File: config.mk
export PLATFORM = sky130hd
export DESIGN_NAME = branch_resolver
export DESIGN_NICKNAME = d
export VERILOG_FILES = /design/src/rtl/branch_resolver.sv
export SDC_FILE = /design/constraint.sdc
export NUM_CORES = 1
export LEC_CHECK = 0
export ABC_CLOCK_PERIOD_IN_PS = 25200
export BUFFER_PORTS_ARGS = -buffer_cell sky130_fd_sc_hd__buf_2
export CAP_MARGIN = 25
export CORE_MARGIN = 5
export CORE_UTILIZATION = 50
export CTS_CLUSTER_SIZE = 12
export DETAILED_ROUTE_END_ITERATION = 16
export PLACE_DENSITY = 0.69
export SYNTH_ARGS = -nofsm -noshare
export SYNTH_HDL_FRONTEND = slang
export SYNTH_SLANG_ARGS = --single-unit
File: constraint.sdc
create_clock -name clk -period 25.2 [get_ports clk]
set_input_delay 5.04 -clock clk [delete_from_list [all_inputs] [get_ports clk]]
set_output_delay 5.04 -clock clk [all_outputs]
set_load 0.005 [all_outputs]
File: src/rtl/branch_resolver.sv
// -----------------------------------------------------------------------------
// branch_resolver
//
// In-order queue of predicted branches. Fetch pushes each predicted branch
// together with its fetch-time history snapshot. Execute resolves branches
// strictly in order; each resolve pops the head entry. When the actual outcome
// differs from the prediction, a registered redirect pulse is raised and the
// whole queue is discarded.
//
// Ports
//   clk, rst_n              clock (rising edge), asynchronous active-low reset
//   push_valid/push_ready   fetch handshake
//   push_pc, push_pred_taken, push_pred_target, push_hist   predicted branch
//   res_valid/res_ready     execute handshake
//   res_pc, res_taken, res_target                           resolved branch
//   brinfo[33:0]            predictor update, packed {valid, pc[31:0], taken}
//   brinfo_hist             fetch-time history of the entry in brinfo
//   flush_valid, flush_pc   one-cycle redirect pulse and redirect address
//   order_err               sticky flag: a resolve did not match the head pc
//   stat_resolved, stat_mispred   saturating statistics counters
//
// Configuration
//   BRANCH_RESOLVER_STATS_EN  when defined, builds the statistics counters;
//                             otherwise both stat ports are tied to zero.
// -----------------------------------------------------------------------------
module branch_resolver #(
    parameter int DEPTH      = 8,
    parameter int WIDTH_HIST = 10
) (
    input  logic                  clk,
    input  logic                  rst_n,
    input  logic                  push_valid,
    output logic                  push_ready,
    input  logic [31:0]           push_pc,
    input  logic                  push_pred_taken,
    input  logic [31:0]           push_pred_target,
    input  logic [WIDTH_HIST-1:0] push_hist,
    input  logic                  res_valid,
    output logic                  res_ready,
    input  logic [31:0]           res_pc,
    input  logic                  res_taken,
    input  logic [31:0]           res_target,
    output logic [33:0]           brinfo,
    output logic [WIDTH_HIST-1:0] brinfo_hist,
    output logic                  flush_valid,
    output logic [31:0]           flush_pc,
    output logic                  order_err,
    output logic [31:0]           stat_resolved,
    output logic [31:0]           stat_mispred
);

    localparam int PTR_W = (DEPTH > 1) ? $clog2(DEPTH) : 1;
    localparam int CNT_W = PTR_W + 1;

    // Entry storage; contents need no reset because count gates every read.
    logic [31:0]           pc_mem_r   [DEPTH];
    logic [31:0]           tgt_mem_r  [DEPTH];
    logic [WIDTH_HIST-1:0] hist_mem_r [DEPTH];
    logic [DEPTH-1:0]      taken_mem_r;

    logic [PTR_W-1:0] wr_ptr_r;
    logic [PTR_W-1:0] rd_ptr_r;
    logic [CNT_W-1:0] count_r;
    logic [CNT_W-1:0] count_nxt_s;

    logic                  brinfo_valid_r;
    logic [31:0]           brinfo_pc_r;
    logic                  brinfo_taken_r;
    logic [WIDTH_HIST-1:0] brinfo_hist_r;
    logic                  flush_valid_r;
    logic [31:0]           flush_pc_r;
    logic                  order_err_r;

    logic                  push_fire_s;
    logic                  res_fire_s;
    logic                  mispred_s;
    logic [31:0]           head_pc_s;
    logic                  head_taken_s;
    logic [31:0]           head_tgt_s;
    logic [WIDTH_HIST-1:0] head_hist_s;
    logic [31:0]           flush_tgt_s;

    // Pushes are blocked during the redirect cycle so fetch restarts cleanly.
    assign push_ready  = (count_r < CNT_W'(DEPTH)) & ~flush_valid_r;
    assign res_ready   = (count_r != {CNT_W{1'b0}});
    assign push_fire_s = push_valid & push_ready;
    assign res_fire_s  = res_valid & res_ready;

    assign head_pc_s    = pc_mem_r[rd_ptr_r];
    assign head_taken_s = taken_mem_r[rd_ptr_r];
    assign head_tgt_s   = tgt_mem_r[rd_ptr_r];
    assign head_hist_s  = hist_mem_r[rd_ptr_r];

    // A taken branch is only correct if both direction and target match.
    assign mispred_s   = res_fire_s & ((res_taken != head_taken_s) |
                                       (res_taken & (res_target != head_tgt_s)));
    assign flush_tgt_s = res_taken ? res_target : (head_pc_s + 32'd4);

    // Occupancy update; a mispredict empties the queue, dropping a same-cycle push.
    always_comb begin
        count_nxt_s = count_r;
        if (mispred_s) begin
            count_nxt_s = {CNT_W{1'b0}};
        end else begin
            case ({push_fire_s, res_fire_s})
                2'b10:   count_nxt_s = count_r + CNT_W'(1'b1);
                2'b01:   count_nxt_s = count_r - CNT_W'(1'b1);
                default: count_nxt_s = count_r;
            endcase
        end
    end

    // Entry write port.
    always_ff @(posedge clk) begin
        if (push_fire_s) begin
            pc_mem_r[wr_ptr_r]    <= push_pc;
            tgt_mem_r[wr_ptr_r]   <= push_pred_target;
            hist_mem_r[wr_ptr_r]  <= push_hist;
            taken_mem_r[wr_ptr_r] <= push_pred_taken;
        end
    end

    // Queue control, predictor update, redirect and error flag registers.
    always_ff @(posedge clk or negedge rst_n) begin
        if (!rst_n) begin
            wr_ptr_r       <= {PTR_W{1'b0}};
            rd_ptr_r       <= {PTR_W{1'b0}};
            count_r        <= {CNT_W{1'b0}};
            brinfo_valid_r <= 1'b0;
            brinfo_pc_r    <= 32'd0;
            brinfo_taken_r <= 1'b0;
            brinfo_hist_r  <= {WIDTH_HIST{1'b0}};
            flush_valid_r  <= 1'b0;
            flush_pc_r     <= 32'd0;
            order_err_r    <= 1'b0;
        end else begin
            count_r <= count_nxt_s;
            if (mispred_s) begin
                wr_ptr_r <= {PTR_W{1'b0}};
                rd_ptr_r <= {PTR_W{1'b0}};
            end else begin
                if (push_fire_s) wr_ptr_r <= wr_ptr_r + PTR_W'(1'b1);
                if (res_fire_s)  rd_ptr_r <= rd_ptr_r + PTR_W'(1'b1);
            end
            brinfo_valid_r <= res_fire_s;
            if (res_fire_s) begin
                brinfo_pc_r    <= head_pc_s;
                brinfo_taken_r <= res_taken;
                brinfo_hist_r  <= head_hist_s;
            end
            flush_valid_r <= mispred_s;
            if (mispred_s) flush_pc_r <= flush_tgt_s;
            order_err_r <= order_err_r | (res_fire_s & (res_pc != head_pc_s));
        end
    end

    assign brinfo      = {brinfo_valid_r, brinfo_pc_r, brinfo_taken_r};
    assign brinfo_hist = brinfo_hist_r;
    assign flush_valid = flush_valid_r;
    assign flush_pc    = flush_pc_r;
    assign order_err   = order_err_r;

`ifdef BRANCH_RESOLVER_STATS_EN
    logic [31:0] stat_resolved_r;
    logic [31:0] stat_mispred_r;

    // Saturating resolve and mispredict counters.
    always_ff @(posedge clk or negedge rst_n) begin
        if (!rst_n) begin
            stat_resolved_r <= 32'd0;
            stat_mispred_r  <= 32'd0;
        end else begin
            if (res_fire_s && (stat_resolved_r != 32'hFFFF_FFFF))
                stat_resolved_r <= stat_resolved_r + 32'd1;
            if (mispred_s && (stat_mispred_r != 32'hFFFF_FFFF))
                stat_mispred_r <= stat_mispred_r + 32'd1;
        end
    end

    assign stat_resolved = stat_resolved_r;
    assign stat_mispred  = stat_mispred_r;
`else
    assign stat_resolved = 32'd0;
    assign stat_mispred  = 32'd0;
`endif

endmodule

==> impl_metrics.json, run 1 <==
{
  "die-area_mm2": 0.06194,
  "multi_input_area_mm2": 0.007546,
  "ir_drop_mv": 0.09322,
  "worst_slew_margin_rel_pct": 26.42,
  "p_leak_uw": 0.01152,
  "finalMaxSlewViolations": 0,
  "worstMarginPinSlew_ns": 1.096,
  "synth_edf_count": 600,
  "finish.net_count": 1961,
  "yosys_most_used_dff": "edfxtp_1",
  "rsz0062_at_grt": "no",
  "htree_levels": 3,
  "cts_hold_buf": 0,
  "numCtsBuffers": 72,
  "cap_violations": 0,
  "root_buffer": "clkbuf_16",
  "cts_sinks": 688,
  "clock_skew_ns": 0.02593,
  "die_x_um": 248.9,
  "core_area_mm2": 0.05650,
  "die_h_um": 248.9,
  "setup_viol": 0,
  "grt_max_degree": 103,
  "totalWireLength_mm": 69.61,
  "post_cts_buffers": 0,
  "dp_hpwl_mm": 44.46,
  "grt_overflow_total": 0,
  "yosysSeqAreaShare_pct": 70.86,
  "clkLatencyLatePin_ns": 0.60,
  "hold_viol": 0,
  "grt_pass1_wl_mm": 102.6,
  "path_class": "in2reg",
  "n_fill_cell": 4292,
  "viasPerCell": 5.755,
  "post-place-ws_ns": 17.20,
  "rows": 87,
  "synth-async-reset-ratio_pct": 12.79,
  "worst_setup_path_end_kind": "flop",
  "ys_types": 70,
  "cts_resized": 0,
  "placement.cell_area_mm2": 0.03016,
  "synth_area_mm2": 0.02853,
  "min_period_ns": 7.435,
  "avgSynthCellArea_um2": 18.49,
  "clk_pin_slew_ns": 0.06,
  "design_area_mm2": 0.03237,
  "place.gp.congestion": 0.8076,
  "fin_crit_sh_pct": 29.51,
  "ant_nets": 0,
  "fmax_mhz": 134.5,
  "grt_pass1_vias": 15500,
  "first_iter_violations": 1439,
  "crit_arrival_ns": 7.91,
  "setup_tns_ns": 0,
  "routed-via-count": 15130,
  "io_pins": 288,
  "start_util_pct": 50.51,
  "cp.required_ns": 25.68,
  "synthCells": 1543,
  "setup_ws_ns": 17.76,
  "area.sequential_mm2": 0.02023,
  "track_usage_pct": 22.14,
  "ys_ff_latch": 688,
  "dr.pass1.iters": 5,
  "antenna_found_initial": 19,
  "power_per_cell_area_mw_per_mm2": 109.9,
  "crit_fanout": 68,
  "min_path_type": "reg2reg",
  "drc": 0,
  "cts_tree": "done",
  "cp-start-kind": "input port",
  "cts_buffer_depth": 3,
  "drive_gt1_share_pct": 29.12,
  "io_buffers": 223,
  "yosys_warnings": 0,
  "status": "completed",
  "fin_hold_ws_ns": 0.4776,
  "post_drt_wl_per_cell_um": 26.48,
  "syn_to_final_growth_pct": 13.46
}
metrics by stage:
| stage | total power, uW | instances | util (%) |
|---|---|---|---|
| floorplan | 2246 | 1606 | - |
| global placement | 2582 | 2488 | 53.37 |
| detailed placement | 2608 | 2489 | 53.38 |
| CTS | 3586 | 2617 | 57.19 |
| global route | 3723 | 2624 | 57.28 |
| finish | 3557 | 2629 | 57.30 |
power breakdown:
group / total (uW) / internal [uW] / switching (uW)
clock network: 977 / 562 / 416
registers: 1510 / 1410 / 99.8
logic: 1070 / 457 / 615
total: 3560 / 2430 / 1130
cell families (layout without fill, tap and decap cells):
family	after synthesis	count (layout)	synth area share, %
multiplexers	266	266	15.91
AO/OA/AOI/OAI	124	124	2.609
buffers and inverters	141	400	3.719
XOR/XNOR	77	77	2.364
flip-flops	688	688	70.86
other	1	72	0.01314
AND/OR/NAND/NOR	240	240	4.232
adder cells (fa/ha/maj)	6	6	0.2894
cell usage in the layout (no fill, tap or decap), drive strengths merged, types with 12 or more instances in the layout:
cell	synthesis	routed
xnor2	43	43
nand2	111	111
o21ai	72	72
mux2	41	41
nor2	29	29
buf	111	264
xor2	34	34
mux4	134	134
clkinv	0	13
nand3	19	19
nor4	14	14
nor3	15	15
mux2i	91	91
dfrtp	88	88
clkbuf	22	113
nand4	12	12
conb	1	64
edfxtp	600	600
worst max-delay path: stages:
cell,delay (ns)
buf_2,0.08
buf_4,0.58
nor2_1,0.33
nor3_4,0.87
buf_4,0.54
mux2_2,0.40
layer usage:
| metal | track usage [%] | wire length [um] | vias to the layer above |
|---|---|---|---|
| met5 | 0 | 115 | - |
| met4 | 6.306 | 1414 | 18 |
| met3 | 5.982 | 6074 | 96 |
| met2 | 35.59 | 33900 | 632 |
| met1 | 30.24 | 28110 | 7864 |
| li1 | - | - | 6521 |
state kept, by name, summed over array words and instances, names as in the netlist:
signal	flops
pc_mem_r	256
brinfo_hist	10
flush_valid	1
rd_ptr_r	3
wr_ptr_r	3
taken_mem_r	8
order_err	1
count_r	4
brinfo_pc_r	32
brinfo_valid_r	1
hist_mem_r	80
flush_pc	32
brinfo_taken_r	1
tgt_mem_r	256
synth_stat cells, types with 2 or more instances:
cell type	n	area, um^2
or4_1	2	15.01
buf_2	10	50.05
o21ai_1	2	10.01
ha_1	5	62.56
clkbuf_1	21	78.83
nor3b_1	2	15.01
nor2_1	28	105.1
a31oi_1	2	12.51
nor2b_1	3	18.77
o21ai_0	69	345.3
a22o_1	3	26.28
nand3b_1	2	15.01
nand2_1	111	416.7
buf_4	72	540.5
xnor2_1	43	376.6
mux4_1	13	341.6
mux2_2	15	168.9
a21o_1	4	30.03
dfrtp_1	88	2202
inv_1	7	26.28
and2_1	3	18.77
buf_12	4	80.08
o211ai_1	4	30.03
mux4_2	121	2725
a22oi_1	11	82.58
nor3_1	14	70.07
nand4_2	2	25.02
xor2_1	34	297.8
mux2i_1	90	900.9
o22ai_1	3	18.77
o31ai_1	5	37.54
nand3_1	19	95.09
a21oi_1	11	55.05
buf_8	4	60.06
buf_1	3	11.26
and3_1	10	62.56
nand2b_1	6	37.54
nor4_1	12	75.07
mux2_4	26	390.4
nand4_1	10	62.56
buf_6	18	202.7
edfxtp_1	600	18020
or3_1	4	25.02
final timing paths:
path | from | to | slack (ns) | depth (start not counted)
min in group asynchronous | rst_n | brinfo_pc_r[7] | 4.39 | 1
worst max-delay path | res_taken | flush_pc[3] | 17.76 | 6
worst min-delay path | brinfo_pc_r[22] | brinfo_pc_r[22] | 0.48 | 2
max in group asynchronous | rst_n | rd_ptr_r[1] | 19.43 | 2
worst min register to register | brinfo_pc_r[22] | brinfo_pc_r[22] | 0.48 | 2
worst max register to register | rd_ptr_r[1] | flush_pc[3] | 19.69 | 11
layout make-up:
type	count	area share (%)
inverter	8	0.09662
timing repair buffer	264	4.483
clock inverter	15	0.2860
antenna	8	0.06184
clock buffer	113	6.362
tap	756	2.922
multi-input combinational	777	23.31
sequential	688	62.48
Note: power is estimated with default switching activity, not from simulation.
==> run 2: changes to the inputs <==
- ABC_CLOCK_PERIOD_IN_PS: 25200 -> 7600
- clock period: 25.2 -> 7.6 ns (I/O delays scaled with it)
==> impl_metrics.json, run 2 (synthesis gave the netlist of run 1 again) <==
{
  "status": "completed",
  "cts_resized": 0,
  "power_per_cell_area_mw_per_mm2": 361.8,
  "r2r_end": "flush_pc[10]",
  "hp-start": "brinfo_pc_r[30]",
  "worstMarginPinSlew_ns": 0.9966,
  "cts_hold_buf": 0,
  "viasPerCell": 5.747,
  "fin_crit_sh_pct": 62.23,
  "die-area_mm2": 0.06194,
  "cap_violations": 0,
  "grt_overflow_total": 0,
  "io_buffers": 223,
  "finalMaxSlewViolations": 0,
  "root_buffer": "clkbuf_16",
  "r2r-start": "rd_ptr_r[0]",
  "htree_levels": 3,
  "path_class": "reg2reg",
  "rows": 87,
  "whs_path_depth": 2,
  "reg2reg_depth": 11,
  "clkLatencyLatePin_ns": 0.61,
  "post_cts_buffers": 0,
  "r2r_slack_ns": 2.87,
  "routed-via-count": 15060,
  "clk_pin_slew_ns": 0.06,
  "ant_nets": 0,
  "cts_tree": "done",
  "cp-start-kind": "flop",
  "track_usage_pct": 21.95,
  "place.gp.congestion": 0.8627,
  "hold_end": "brinfo_pc_r[30]",
  "hold_viol": 0,
  "clock_skew_ns": 0.03261,
  "dr.pass1.iters": 5,
  "crit_arrival_ns": 5.21,
  "drc": 0,
  "min_path_type": "reg2reg",
  "grt_pass1_wl_mm": 101.6,
  "reg_top3": "pc_mem_r x256, tgt_mem_r x256, hist_mem_r x80",
  "start_util_pct": 50.51,
  "io_pins": 288,
  "totalWireLength_mm": 69.19,
  "grt_pass1_vias": 15290,
  "core_area_mm2": 0.05650,
  "worst_slew_margin_rel_pct": 33.56,
  "crit_fanout": 35,
  "placement.cell_area_mm2": 0.03020,
  "numCtsBuffers": 72,
  "fmax_mhz": 211.5,
  "grt_max_degree": 96,
  "rsz0062_at_grt": "no",
  "worst_setup_path_end_kind": "flop",
  "first_iter_violations": 1388,
  "p_leak_uw": 0.01153,
  "drive_gt1_share_pct": 29.09,
  "final_common_cell": "edfxtp_1",
  "finish.net_count": 1962,
  "dp_hpwl_mm": 45.30,
  "n_fill_cell": 4322,
  "cp.required_ns": 8.08,
  "antenna_found_initial": 13,
  "syn_to_final_growth_pct": 13.56,
  "cts_buffer_depth": 3,
  "ir_drop_mv": 0.2351,
  "die_x_um": 248.9,
  "die_h_um": 248.9,
  "final_cell_mix": "600 x edfxtp_1, 222 x buf_2, 121 x mux4_2",
  "setup_viol": 0,
  "setup_tns_ns": 0,
  "cts_sinks": 688,
  "design_area_mm2": 0.03240,
  "total_power_uw": 11720,
  "min_period_ns": 4.729,
  "post_drt_wl_per_cell_um": 26.40
}
-- run 2: cell count changes in the layout (fill, tap and decap cells not counted), moves of 2 or more --
cell,before,now
buf_12,2,0
clkinv_1,3,9
clkinv_2,9,6
diode_2,8,2
clkbuf_1,34,27
-- run 2: final cells by class --
cell class	instances	area, um^2	share of cell area (%)
Clock inverter	19	130.1	0.4016
Antenna cell	2	5.005	0.01545
Inverter	8	31.28	0.09654
Timing Repair Buffer	265	1458	4.499
Multi-Input combinational cell	777	7561	23.33
Tap cell	756	945.9	2.919
Sequential cell	688	20230	62.42
Clock buffer	106	2044	6.310
-- run 2: how the worst max path moves through the flow --
| stage | from | to | slack (ns) | cells after the start |
|---|---|---|---|---|
| 3_5_place_dp | rd_ptr_r[0] | flush_pc[28] | 2.85 | 11 |
| 6_report | rd_ptr_r[0] | flush_pc[10] | 2.87 | 11 |
| 3_3_place_gp | rd_ptr_r[0] | flush_pc[28] | 2.79 | 11 |
| 5_1_grt | rd_ptr_r[0] | flush_pc[26] | 2.53 | 11 |
| 4_1_cts | rd_ptr_r[0] | flush_pc[28] | 2.81 | 11 |
| 2_1_floorplan | push_valid | hist_mem_r[2][0] | 0.15 | 2 |
-- run 2: routing by layer --
metal  vias to the layer above  wire (um)  GRT usage (%)
li1                       6504          -              -
met1                      7703      27350          29.77
met2                       716      33350          35.12
met3                       123       6179          5.398
met4                        16       2200          7.851
met5                         -        110              0
-- run 2: critical path: stages, from the launching register on --
cell     delay [ns]
dfrtp_4        0.85
buf_4          0.55
buf_4          0.57
mux4_2         0.61
mux2i_1        0.55
inv_1          0.17
ha_1           0.29
nand3_1        0.14
nor3_1         0.08
xor2_1         0.36
o21ai_0        0.13
mux2_4         0.28
-- run 2: where the power goes --
part           switching, uW  internal (uW)  total (uW)
logic                   1930           1500        3430
registers                366           4670        5030
clock network           1370           1890        3260
-- run 2: metrics by stage --
step	hold slack, ns	worst slack, ns	utilization, %	cells
after CTS	0.4780	2.808	57.30	2618
after floorplan	0.4474	0.1454	-	1606
final	0.4737	2.871	57.35	2621
after global placement	0.4554	2.791	53.39	2489
after detailed placement	0.4651	2.849	53.45	2493
after global routing	0.5032	2.527	57.35	2620
==> run 3: changes to the inputs <==
- ABC_AREA: default -> 1
- ABC_CLOCK_PERIOD_IN_PS: 7600 -> 4650
- clock period: 7.6 -> 4.65 ns (I/O delays scaled with it)
==> impl_metrics.json, run 3 <==
{
  "io_pins": 288,
  "power_per_cell_area_mw_per_mm2": 617.0,
  "hold_viol": 0,
  "drc": 0,
  "design_area_mm2": 0.03528,
  "ys_top_cells_by_area": "edfxtp_1 58%, nand2_1 13%, dfrtp_1 7.1%",
  "worst_slew_margin_rel_pct": 30.35,
  "cap_violations": 0,
  "syn_to_final_growth_pct": 13.01,
  "clkLatencyLatePin_ns": 0.61,
  "crit_arrival_ns": 4.29,
  "yosysTopAreaCell": "edfxtp_1",
  "core_area_mm2": 0.06183,
  "sw_frac_of_total_pct": 39.38,
  "synthCells": 3200,
  "cts_tree": "done",
  "track_usage_pct": 25.13,
  "drive_gt1_share_pct": 11.77,
  "ant_nets": 0,
  "place_inst": 4166,
  "post_cts_buffers": 0,
  "fmax_mhz": 267.6,
  "total_power_uw": 21770,
  "viasPerCell": 5.263,
  "final_cell_mix": "1069 x nand2_1, 600 x edfxtp_1, 348 x inv_1",
  "p_seq_share_pct": 37.3,
  "die-area_mm2": 0.06754,
  "cts_hold_buf": 0,
  "ir_drop_mv": 0.4602,
  "crit_chain": "inv_8 -> buf_4 -> o21ai_0 -> nand3_1 -> nand2_1 -> nand2_1 -> nand2_1 -> inv_1 -> nor2_1 -> nand3_1 -> nor2_2 -> nand2_2 -> nand2_4 -> nand2_1 -> nand2_1",
  "synth_most_common_cell": "nand2_1",
  "cts_resized": 0,
  "yosys_warnings": 0,
  "slowest_delay_ns": 0.83,
  "first_iter_violations": 2520,
  "synth-async-reset-ratio_pct": 12.79,
  "p_int_uw": 13200,
  "clock_skew_ns": 0.02139,
  "yosysSeqAreaShare_pct": 64.76,
  "synth_top_area_share_pct": 57.71,
  "cp_common_cell": "nand2_1",
  "antenna_found_initial": 12,
  "fin_crit_sh_pct": 80.37,
  "min_period_ns": 3.737,
  "final_common_cell": "nand2_1",
  "p_switching_uw": 8574,
  "finalMaxSlewViolations": 0,
  "rows": 91,
  "grt_pass1_vias": 20730,
  "ys_types": 39,
  "yosys_most_used_dff": "edfxtp_1",
  "start_util_pct": 50.50,
  "ys_ff_latch": 688,
  "die_x_um": 259.9,
  "clk_pin_slew_ns": 0.06,
  "htree_levels": 3,
  "crit_slowest_cell": "dfrtp_4",
  "path_class": "reg2reg",
  "min_path_type": "in2async",
  "setup_ws_ns": 0.9129,
  "numCtsBuffers": 74,
  "worst_setup_path_end_kind": "flop",
  "worstMarginPinSlew_ns": 1.045,
  "pwr-share-comb_pct": 36.9,
  "final_cells": 4298,
  "yosys-top-cells-count": "1070 x nand2_1, 600 x edfxtp_1, 349 x inv_1, 299 x nand3_1, 273 x nor2_1",
  "die_h_um": 259.9,
  "final_core_util_pct": 57.07,
  "p_leak_uw": 0.01526,
  "post-place-ws_ns": 0.9839,
  "dp_hpwl_mm": 53.98,
  "cp.required_ns": 5.21,
  "reg_top3": "pc_mem_r x256, tgt_mem_r x256, hist_mem_r x80",
  "n_fill_cell": 5270,
  "crit_family": "simple AND/OR/NAND/NOR gates",
  "setup_viol": 0,
  "cts_buffer_depth": 3,
  "io_buffers": 223,
  "totalWireLength_mm": 86.29,
  "critPathBufInv": 3,
  "grt_overflow_total": 0,
  "grt_pass1_wl_mm": 128.4,
  "finish.net_count": 3555,
  "rsz0062_at_grt": "no",
  "routed-via-count": 22620,
  "synth_edf_count": 600,
  "clock_power_share_pct": 25.8,
  "place.gp.congestion": 0.9110,
  "placement.cell_area_mm2": 0.03299,
  "avgSynthCellArea_um2": 9.757,
  "cts_sinks": 688,
  "dr.pass1.iters": 5,
  "grt_max_degree": 149,
  "status": "completed",
  "crit_fanout": 105,
  "synth_area_mm2": 0.03122,
  "cp-start-kind": "flop",
  "root_buffer": "clkbuf_16",
  "post_drt_wl_per_cell_um": 20.08
}
-- run 3: cell types whose count changed in the layout (fill, tap and decap cells not counted), sizes merged, moves of 90 or more --
cell	previous run	this run
nand3	19	300
o21ai	72	184
nor2	29	283
mux2i	91	1
nand2	111	1073
mux4	134	0
inv	9	353
-- run 3: power by group through the flow --
stage               clock network [uW]  logic (uW)  registers, uW
detailed placement                   0        7980           8240
CTS                               5700        8030           8120
floorplan                            0        5370           7940
finish                            5620        8030           8130
global placement                     0        7870           8230
global route                      5970        8950           8180
-- run 3: routing by layer --
layer,vias up,part of all wire [%],global-route usage (%)
met5,-,0.090,0
met1,10680,42,36.31
li1,10720,-,-
met2,1046,46,39.25
met3,159,9.9,4.864
met4,12,2.5,7.310
-- run 3: per-stage QoR --
stage	hold WS [ns]	TNS (ns)
after floorplan	0.4542	-127.06
after global placement	0.4450	0
after detailed placement	0.4545	0
after CTS	0.4185	0
after global routing	0.4658	0
final	0.4139	0
-- run 3: area by class of cell --
cell class	count	area, um^2	area share [%]
flip-flops and latches	688	20230	57.34
diodes	3	7.507	0.02128
repair buffers	273	1627	4.610
well taps	837	1047	2.968
inverters	355	1344	3.809
clock buffers	107	2091	5.926
clock inverters	22	195.2	0.5532
multi-input cells	2013	8741	24.77
-- run 3: worst register-to-register path: stages, from the launching register on --
cell	delay, ns
dfrtp_4	0.83
inv_8	0.37
buf_4	0.43
o21ai_0	0.29
nand3_1	0.15
nand2_1	0.10
nand2_1	0.05
nand2_1	0.06
inv_1	0.04
nor2_1	0.18
nand3_1	0.12
nor2_2	0.16
nand2_2	0.28
nand2_4	0.43
nand2_1	0.12
nand2_1	0.08
-- run 3: worst paths after layout --
path	slack, ns	cells after the start	end	from
setup / recovery	0.91	15	flush_pc[25]	rd_ptr_r[0]
hold / removal	0.41	1	brinfo_pc_r[0]	rst_n
setup reg to reg	0.91	15	flush_pc[25]	rd_ptr_r[0]
hold reg to reg	0.46	2	order_err	order_err
max in group asynchronous	3.26	2	brinfo_pc_r[8]	rst_n
min in group clk	0.46	2	order_err	order_err
-- run 3: cell families (layout without fill, tap and decap cells) --
kind of cell / Yosys count / after routing / synth area share (%)
XOR/XNOR: 32 / 32 / 0.8977
other: 1 / 67 / 0.01201
buffers and inverters: 562 / 757 / 8.215
flip-flops: 688 / 688 / 64.76
AO/OA/AOI/OAI: 220 / 220 / 3.839
multiplexers: 1 / 1 / 0.03206
AND/OR/NAND/NOR: 1690 / 1690 / 21.98
adder cells (fa/ha/maj): 6 / 6 / 0.2645
